## config.mk

```make
export PLATFORM = sky130hd
export DESIGN_NAME = cdb_arbiter
export DESIGN_NICKNAME = d
export VERILOG_FILES = /design/src/rtl/cdb_arbiter.sv
export SDC_FILE = /design/constraint.sdc
export NUM_CORES = 1
export LEC_CHECK = 0
export ABC_AREA = 1
export ABC_CLOCK_PERIOD_IN_PS = 2490
export CORE_UTILIZATION = 25
export DETAILED_ROUTE_END_ITERATION = 6
export GPL_ROUTABILITY_DRIVEN = 0
export GPL_TIMING_DRIVEN = 0
export SYNTH_ARGS = -nofsm -noshare
export SYNTH_HDL_FRONTEND = slang
export SYNTH_SLANG_ARGS = --single-unit
```

## constraint.sdc

```tcl
create_clock -name clk -period 2.49 [get_ports clk]
set_clock_uncertainty 0.05 [all_clocks]
set_input_delay 0.6225 -clock clk [delete_from_list [all_inputs] [get_ports clk]]
set_output_delay 0.6225 -clock clk [all_outputs]
set_load 0.03 [all_outputs]
```

## src/rtl/cdb_arbiter.sv

```systemverilog
// cdb_arbiter: round-robin arbiter for the common data bus shared by the
// add (0), mult (1) and load (2) functional units. The grant is
// combinational, and the bus is registered with one cycle of latency.
// A ROB flush clears the bus and returns priority to unit 0.
module cdb_arbiter #(
  parameter int NUM_REQ = 3,
  parameter int DATA_W  = 64,
  parameter int TAG_W   = 2
) (
  input  logic                       clk,
  input  logic                       rst_n,
  input  logic [NUM_REQ-1:0]         req_valid,
  input  logic [NUM_REQ*TAG_W-1:0]   req_tag,
  input  logic [NUM_REQ*DATA_W-1:0]  req_data,
  input  logic [NUM_REQ-1:0]         req_taken,
  output logic [NUM_REQ-1:0]         req_ready,
  input  logic                       flush,
  output logic                       cdb_valid,
  output logic [TAG_W-1:0]           cdb_rob_dest,
  output logic [DATA_W-1:0]          cdb_data,
  output logic                       cdb_taken
);

  localparam int PTR_W = (NUM_REQ > 1) ? $clog2(NUM_REQ) : 1;

  // Highest-priority requester for the current cycle.
  logic [PTR_W-1:0]   rr_ptr;

  logic               win_found_s;
  logic [PTR_W-1:0]   win_idx_s;
  logic [PTR_W-1:0]   next_ptr_s;
  logic               grant_en_s;
  logic [NUM_REQ-1:0] grant_s;
  logic [TAG_W-1:0]   sel_tag_s;
  logic [DATA_W-1:0]  sel_data_s;
  logic               sel_taken_s;

  // Scan the requesters starting at rr_ptr and wrapping; the first valid one wins.
  always_comb begin
    int idx;
    win_found_s = 1'b0;
    win_idx_s   = {PTR_W{1'b0}};
    idx         = 0;
    for (int k = 0; k < NUM_REQ; k++) begin
      idx = int'(rr_ptr) + k;
      if (idx >= NUM_REQ) begin
        idx = idx - NUM_REQ;
      end else begin
        idx = idx;
      end
      if (!win_found_s && req_valid[idx]) begin
        win_found_s = 1'b1;
        win_idx_s   = PTR_W'(idx);
      end else begin
        win_found_s = win_found_s;
      end
    end
  end

  // A grant is only issued out of reset and outside a flush; the winner
  // choice itself depends only on the valid bits, never on tag or data.
  always_comb begin
    grant_en_s = rst_n && !flush && win_found_s;
    grant_s    = {NUM_REQ{1'b0}};
    if (grant_en_s) begin
      grant_s[win_idx_s] = 1'b1;
    end else begin
      grant_s = {NUM_REQ{1'b0}};
    end
  end

  assign req_ready = grant_s;

  // Priority rotates to the unit just after the winner, wrapping to unit 0.
  always_comb begin
    if (win_idx_s == PTR_W'(NUM_REQ - 1)) begin
      next_ptr_s = {PTR_W{1'b0}};
    end else begin
      next_ptr_s = win_idx_s + PTR_W'(1);
    end
  end

  // Select the winner's tag, result and branch outcome for the bus.
  always_comb begin
    sel_tag_s   = req_tag[win_idx_s*TAG_W +: TAG_W];
    sel_data_s  = req_data[win_idx_s*DATA_W +: DATA_W];
    sel_taken_s = req_taken[win_idx_s];
  end

  // Bus register and priority pointer; reset and flush both clear the bus
  // and return priority to unit 0, and an idle cycle zeroes the bus.
  always_ff @(posedge clk) begin
    if (!rst_n) begin
      cdb_valid    <= 1'b0;
      cdb_rob_dest <= {TAG_W{1'b0}};
      cdb_data     <= {DATA_W{1'b0}};
      cdb_taken    <= 1'b0;
      rr_ptr       <= {PTR_W{1'b0}};
    end else if (flush) begin
      cdb_valid    <= 1'b0;
      cdb_rob_dest <= {TAG_W{1'b0}};
      cdb_data     <= {DATA_W{1'b0}};
      cdb_taken    <= 1'b0;
      rr_ptr       <= {PTR_W{1'b0}};
    end else if (win_found_s) begin
      cdb_valid    <= 1'b1;
      cdb_rob_dest <= sel_tag_s;
      cdb_data     <= sel_data_s;
      cdb_taken    <= sel_taken_s;
      rr_ptr       <= next_ptr_s;
    end else begin
      cdb_valid    <= 1'b0;
      cdb_rob_dest <= {TAG_W{1'b0}};
      cdb_data     <= {DATA_W{1'b0}};
      cdb_taken    <= 1'b0;
      rr_ptr       <= rr_ptr;
    end
  end

endmodule

```

==> results summary <==
The run finished, with violations left. The checks that failed: setup timing. The signal on the critical path passes through inv_4 -> ha_4 -> inv_4 -> nand2_2 -> nand3_2 -> nand2_2 -> nand3_1 -> nor2_1 -> nor2_4 -> nor2_1 -> buf_4.

The finished cells cover 7780 sq um. Max-cap violations in this run came to 0. Among all stages on the critical path, the largest delay is contributed by dfxtp_4. In the global route stage, met1 resource usage came out at 0.222. CTS placed an instance of clkbuf_16 at the clock tree root.

The instance count after placement with tap cells included came out at 1075. The peak per-stage delay on the critical path came out at 0.38 ns. The setup check on the worst reg-to-reg path leaves a slack of 0.10 ns.

The sort of element at the start of the critical path is a register. The number of max-slew violations in the final report came out at 0. The area share of fa/ha/maj cells after synthesis came out at 0.0127. After filler insertion, the fill cell instance count of the layout stands at 1545. The clock tree from TritonCTS is yes. The horizontal die dimension is 128 microns. The overall track demand over capacity in global routing is 0.198.

The first routing iteration left 162 violations. The kind of cell with the highest combined delay on the critical path is simple AND/OR/NAND/NOR gates. The clock sink total came out at 70. The clock passes through at most 2 buffers. The count of warnings emitted by yosys came out at 0.

The placed instances occupy a cell area of 6990 sq um. The element type at the critical path end is an output port. The clock-pin slew on the worst setup and hold paths came out at 0.06 ns. The global-route wire length before repair is 24400 microns.

The number of nets in the layout is 1113. The die outline height is 128 microns. The path length in cells of the critical path is 11.

The total global routing overflow is 0. The H-tree was split into 3 levels. After synthesis the cells add up to 3950 sq um. The area of the core came out at 15300 sq um. The final routed DRC violation total came out at 0. The basic-gate share of the synthesized area counting and, or, nand and nor cells is 0.487. Averaged over all synthesized cells, the footprint is 6.72 sq um. The first detailed-routing pass ran for 4 iterations. The top fanout value on the critical path came out at 6. The share of layout cells above drive strength 1 is 0.140.

The sum of buffers and inverters on the critical path is 3. The number of unique standard cell types used by synthesis came out at 21. The worst setup margin is -0.182 ns.

The diode insertion count for antenna repair came out at 0. The final worst-path cycle share is 1.07. During I/O placement, the number of pins put on the boundary was 278.

The endpoint of the worst setup timing path is req_ready[1]. At the worst endpoint, the required time is 1.82 ns. The routed design could run at a clock period as short as 2.67 ns. The classification of the worst setup path is reg2out. The pin slew with the least headroom to its limit is 0.510 ns.

The peak ir drop on the vdd network is 0.000519 V. The power after layout is 9.76 mW. The placement row count is 45. The number of buffers inserted by port buffering is 277. The number of standard cells in the layout, taps in and fillers out came out at 1118. The end-of-flow core utilization is 0.508. By area, the combinational part of the netlist is dominated by simple AND/OR/NAND/NOR gates. The data arrival time of the critical path is 2.00 ns. The final worst hold slack is 0.494 ns. For this run, the top clock speed supported by timing is 374 MHz. The starting density of the core came out at 0.258. The met3 layer usage reported by global route is 0.0754. The complex-gate fraction of the synthesized area came out at 0.00761. The number of antenna violations at the first check in global routing came out at 0. The tightest slew margin relative to the limit came out at 0.660. The routed wire length is 16600 microns.

The relative area change from synthesis to final layout came out at 97.1%. The portion of netlist area occupied by mux cells is 0. The sum of net half-perimeters after detailed placement came out at 12200 microns.

Setup repair after global routing could not meet its margin everywhere. The area of the die is 16300 sq um. The power per cell area is 1260 nW/um^2. Buffers inserted during clock tree synthesis total 9. The count of nets left with antenna violations once routing finished came out at 0.

The met2 track demand over resource in global routing is 0.343. Clock latency on the worst-skew pair, taken at its later pin, is 0.33 ns. The aggregate negative setup slack came out at -0.467 ns. The register area share after synthesis came out at 0.355. The routed length per instance is 14.8 microns. The number of cell instances on the worst register-to-register path came out at 18.

The xor and xnor area share after synthesis is 0. The tightest min-delay check is of the reg2reg type. The total number of vias came out at 4937.

The number of hold buffers added after CTS was 0. After synthesis the netlist holds a flip-flop and latch count of 70. In this run the most used layer during global routing was met2. The maximum number of pins on one net before global-route repair is 12. The worst setup timing slack at the placement stage is -1.19 ns. The start of the worst register-to-register path is rr_ptr[0]. Dividing the detail-routed via count by the number of cells gives 4.42. Synthesis produced a netlist with a net count of 798. The end of the worst register-to-register path is cdb_data[29]. The setup violation total in the final timing report is 3.

Tracing the worst setup path back leads to its startpoint at rr_ptr[0]. The count of mapped cells out of synthesis is 587. The standby leakage power is 3.54 nW.

The number of global-route vias before repair came out at 4717. The hold violation count in the final report is 0.
## per-layer routing
layer / share of wire / up-vias
met4: 0.016 / 0
met3: 0.10 / 18
met1: 0.41 / 2193
met2: 0.47 / 220
met5: 0 / -
li1: - / 2506
## layout by cell type, fill, tap and decap left out, drive strengths merged
cell type        n
o22ai            1
clkinvlp         1
dfxtp           70
nor2             8
inv             81
ha               4
dlygate4sd2      2
nand4            3
nand2          162
nand3          145
buf             61
clkdlybuf4s50  271
clkinv           3
o21ai            4
clkbuf          24
nand3b          67
## area by class of cell
class                           instances  area [sq um]  share of cell area
Multi-Input combinational cell        394          2200               0.283
Clock inverter                          4          22.5             0.00290
Buffer                                 41           289              0.0372
Sequential cell                        70          1410               0.181
Tap cell                              211           264              0.0340
Inverter                               81           317              0.0407
Clock buffer                           12           246              0.0317
Timing Repair Buffer                  305          3030               0.389
## flip-flops by register name (all words and copies together), names as in the netlist
name          count
cdb_data         64
cdb_rob_dest      2
cdb_taken         1
cdb_valid         1
rr_ptr            2
## synth_stat cells, drive strengths merged
master  instances  area [sq um]
buf            32           201
nand3         145           731
nand4           3          25.0
ha              4          50.1
clkbuf         10          37.5
dfxtp          70          1400
o22ai           1          6.26
o21ai           4          23.8
inv            81           304
nand2         162           626
nand3b         67           503
nor2            8          37.5
## cell families (layout without fill, tap and decap cells)
logic type | after synthesis | after routing
AND/OR/NAND/NOR | 385 | 385
buffers and inverters | 123 | 443
flip-flops | 70 | 70
AO/OA/AOI/OAI | 5 | 5
adder cells (fa/ha/maj) | 4 | 4
## report_power, final
group	switching, mW	internal, mW
Sequential	0.148	1.64
Clock	0.506	0.698
Combinational	3.91	2.86
## worst register-to-register path, stage by stage, from the launching register on
cell and delay [ns]:
dfxtp_4 0.38, inv_4 0.05, ha_4 0.27, inv_4 0.09
nand2_2 0.05, nand3_2 0.08, nand2_4 0.07, buf_6 0.11
buf_4 0.12, buf_4 0.12, buf_4 0.13, nand3_4 0.08
nand2_8 0.09, nand2_8 0.12, buf_12 0.14, buf_6 0.13
nand2_1 0.07, nand3_1 0.10, nand2_1 0.05
## repair_timing
action,in CTS,in global routing
setup endpoints to repair,3,71
setup buffers,16,12
gates resized for setup,66,50
endpoints found under the hold margin,0,0
pin swaps,16,22
cloned,0,1
## worst min path at each step
stage           endpoint  cells past startpoint      start  slack [ns]
2_1_floorplan  rr_ptr[0]                      2  rr_ptr[0]        0.46
3_3_place_gp   rr_ptr[1]                      2  rr_ptr[1]        0.49
3_5_place_dp   rr_ptr[1]                      2  rr_ptr[1]        0.51
4_1_cts        rr_ptr[1]                      2  rr_ptr[1]        0.52
5_1_grt        rr_ptr[1]                      2  rr_ptr[1]        0.50
6_report       rr_ptr[1]                      2  rr_ptr[1]        0.49
Note: power is estimated with default switching activity, not from simulation.
==> variant (same settings) <==
The parameter `TAG_W` goes from 2 to 3.
--- a/src/rtl/cdb_arbiter.sv
+++ b/src/rtl/cdb_arbiter.sv
@@ -6,5 +6,5 @@
   parameter int NUM_REQ = 3,
   parameter int DATA_W  = 64,
-  parameter int TAG_W   = 2
+  parameter int TAG_W   = 3
 ) (
   input  logic                       clk,
Interface: changed (resized cdb_rob_dest and req_tag); port bits go from 278 to 282. The function was not compared with the original's and may differ.
==> variant against the unedited design <==
- the flow still finishes with violations (negative setup slack)
- design area fell by 3.3%
- synthesized area rose by 0.79%
- worst setup slack got worse by 0.033 ns
- routed wire length rose by 0.56%
- die area rose by 0.78%
- sequential cell count grew 1
- total power shrank 6.8%
- critical path type is now in2out
- largest power group unchanged
==> variant: results <==
export IMPL_drive_gt1_share_pct=10.6
export IMPL_routed_wl_um=16600
export IMPL_synth_yosys_seq_area_share_pct=35.7
export IMPL_crit_end="req_ready[0]"
export IMPL_synthTopCellsByArea="sky130_fd_sc_hd__dfxtp_1 (36%), sky130_fd_sc_hd__nand3_1 (18%), sky130_fd_sc_hd__nand2_1 (15%)"
export IMPL_crit_path_slowest_cell="sky130_fd_sc_hd__clkdlybuf4s15_1"
export IMPL_dp_hpwl_um=12500
export IMPL_final_instance_count_excl_fill=1110
export IMPL_synth_compound_area_share_pct=0.755
export IMPL_violations_in_the_final_reports="negative setup slack"
export IMPL_postCtsSetupBuffers=9
export IMPL_worstSetupStartpoint="req_valid[2]"
export IMPL_crit_fanout=7
export IMPL_grt_met1_usage_pct=22.9
export IMPL_slowest_delay_ns=0.26
export IMPL_global_route_usage_total_pct=19.9
export IMPL_synth_adder_area_share_pct=1.26
export IMPL_grt_first_pass_wirelength_um=24700
export IMPL_status="finished, violations left"
export IMPL_setup_tns_ns=-0.455
export IMPL_hold_worst_slack_ns=0.513
export IMPL_crit_reg2reg_capture="cdb_data[23]"
export IMPL_r2r_cell_count=15
export IMPL_largest_net_degree_at_the_start_of_global_routing=11
export IMPL_vdd_ir_drop_max_v=0.000527
export IMPL_crit_arrival_ns=2.03
export IMPL_route_layer_met1_wl_um=6830
export IMPL_reg2reg_slack_ns=0.08
export IMPL_met3_usage_pct=6.39
export IMPL_largest_registers="cdb_data x64, cdb_rob_dest x3, rr_ptr x2"
export IMPL_dp_worst_setup_slack_ns=-1.29
export IMPL_crit_reg2reg_launch="rr_ptr[0]"
export IMPL_cts_repair_resize_count=55
export IMPL_fillers=1572
export IMPL_detailroute_wirelength_met2_um=7950
export IMPL_placedInstanceArea_sq_mm=0.00706
export IMPL_dr_vias=4806
export IMPL_syn_mean_instance_area_sq_um=6.70
export IMPL_setup_violations_final=3
export IMPL_slew_headroom_pct=64.1
export IMPL_critical_path_top_delay_family="buffers and inverters"
export IMPL_vias_in_the_first_global_route=4596
export IMPL_use_met2_pct=34.1
export IMPL_ys_flop_type="sky130_fd_sc_hd__dfxtp_1"
export IMPL_synth_top_cells_by_count="sky130_fd_sc_hd__nand2_1 (159), sky130_fd_sc_hd__nand3_1 (146), sky130_fd_sc_hd__inv_1 (78)"
export IMPL_finalWorstSetupSlack_ns=-0.215
export IMPL_dr_wl_met3_um=1500
export IMPL_io_buf_count=281
## variant: cell count changes after synthesis
cell	delta
sky130_fd_sc_hd__clkbuf_1	+3
sky130_fd_sc_hd__buf_2	+1
sky130_fd_sc_hd__dfxtp_1	+1
sky130_fd_sc_hd__nand3_1	+2
sky130_fd_sc_hd__buf_6	-1
sky130_fd_sc_hd__buf_4	-3
sky130_fd_sc_hd__nand3b_1	+1
sky130_fd_sc_hd__nand2_1	+2
sky130_fd_sc_hd__inv_1	+1
## variant: layout make-up
cell class | instances | area, sq um | share of cell area, %
buffer | 41 | 225 | 3.00
clock buffer | 12 | 246 | 3.28
clock inverter | 1 | 7.51 | 0.0999
multi-input combinational | 399 | 2120 | 28.2
sequential | 71 | 1430 | 19.0
timing repair buffer | 293 | 2900 | 38.6
tap | 211 | 264 | 3.51
inverter | 82 | 318 | 4.23
## variant: where the power goes
group          internal, mW  switching, mW
Clock                 0.686          0.499
Sequential             1.66          0.151
Combinational          2.33           3.77
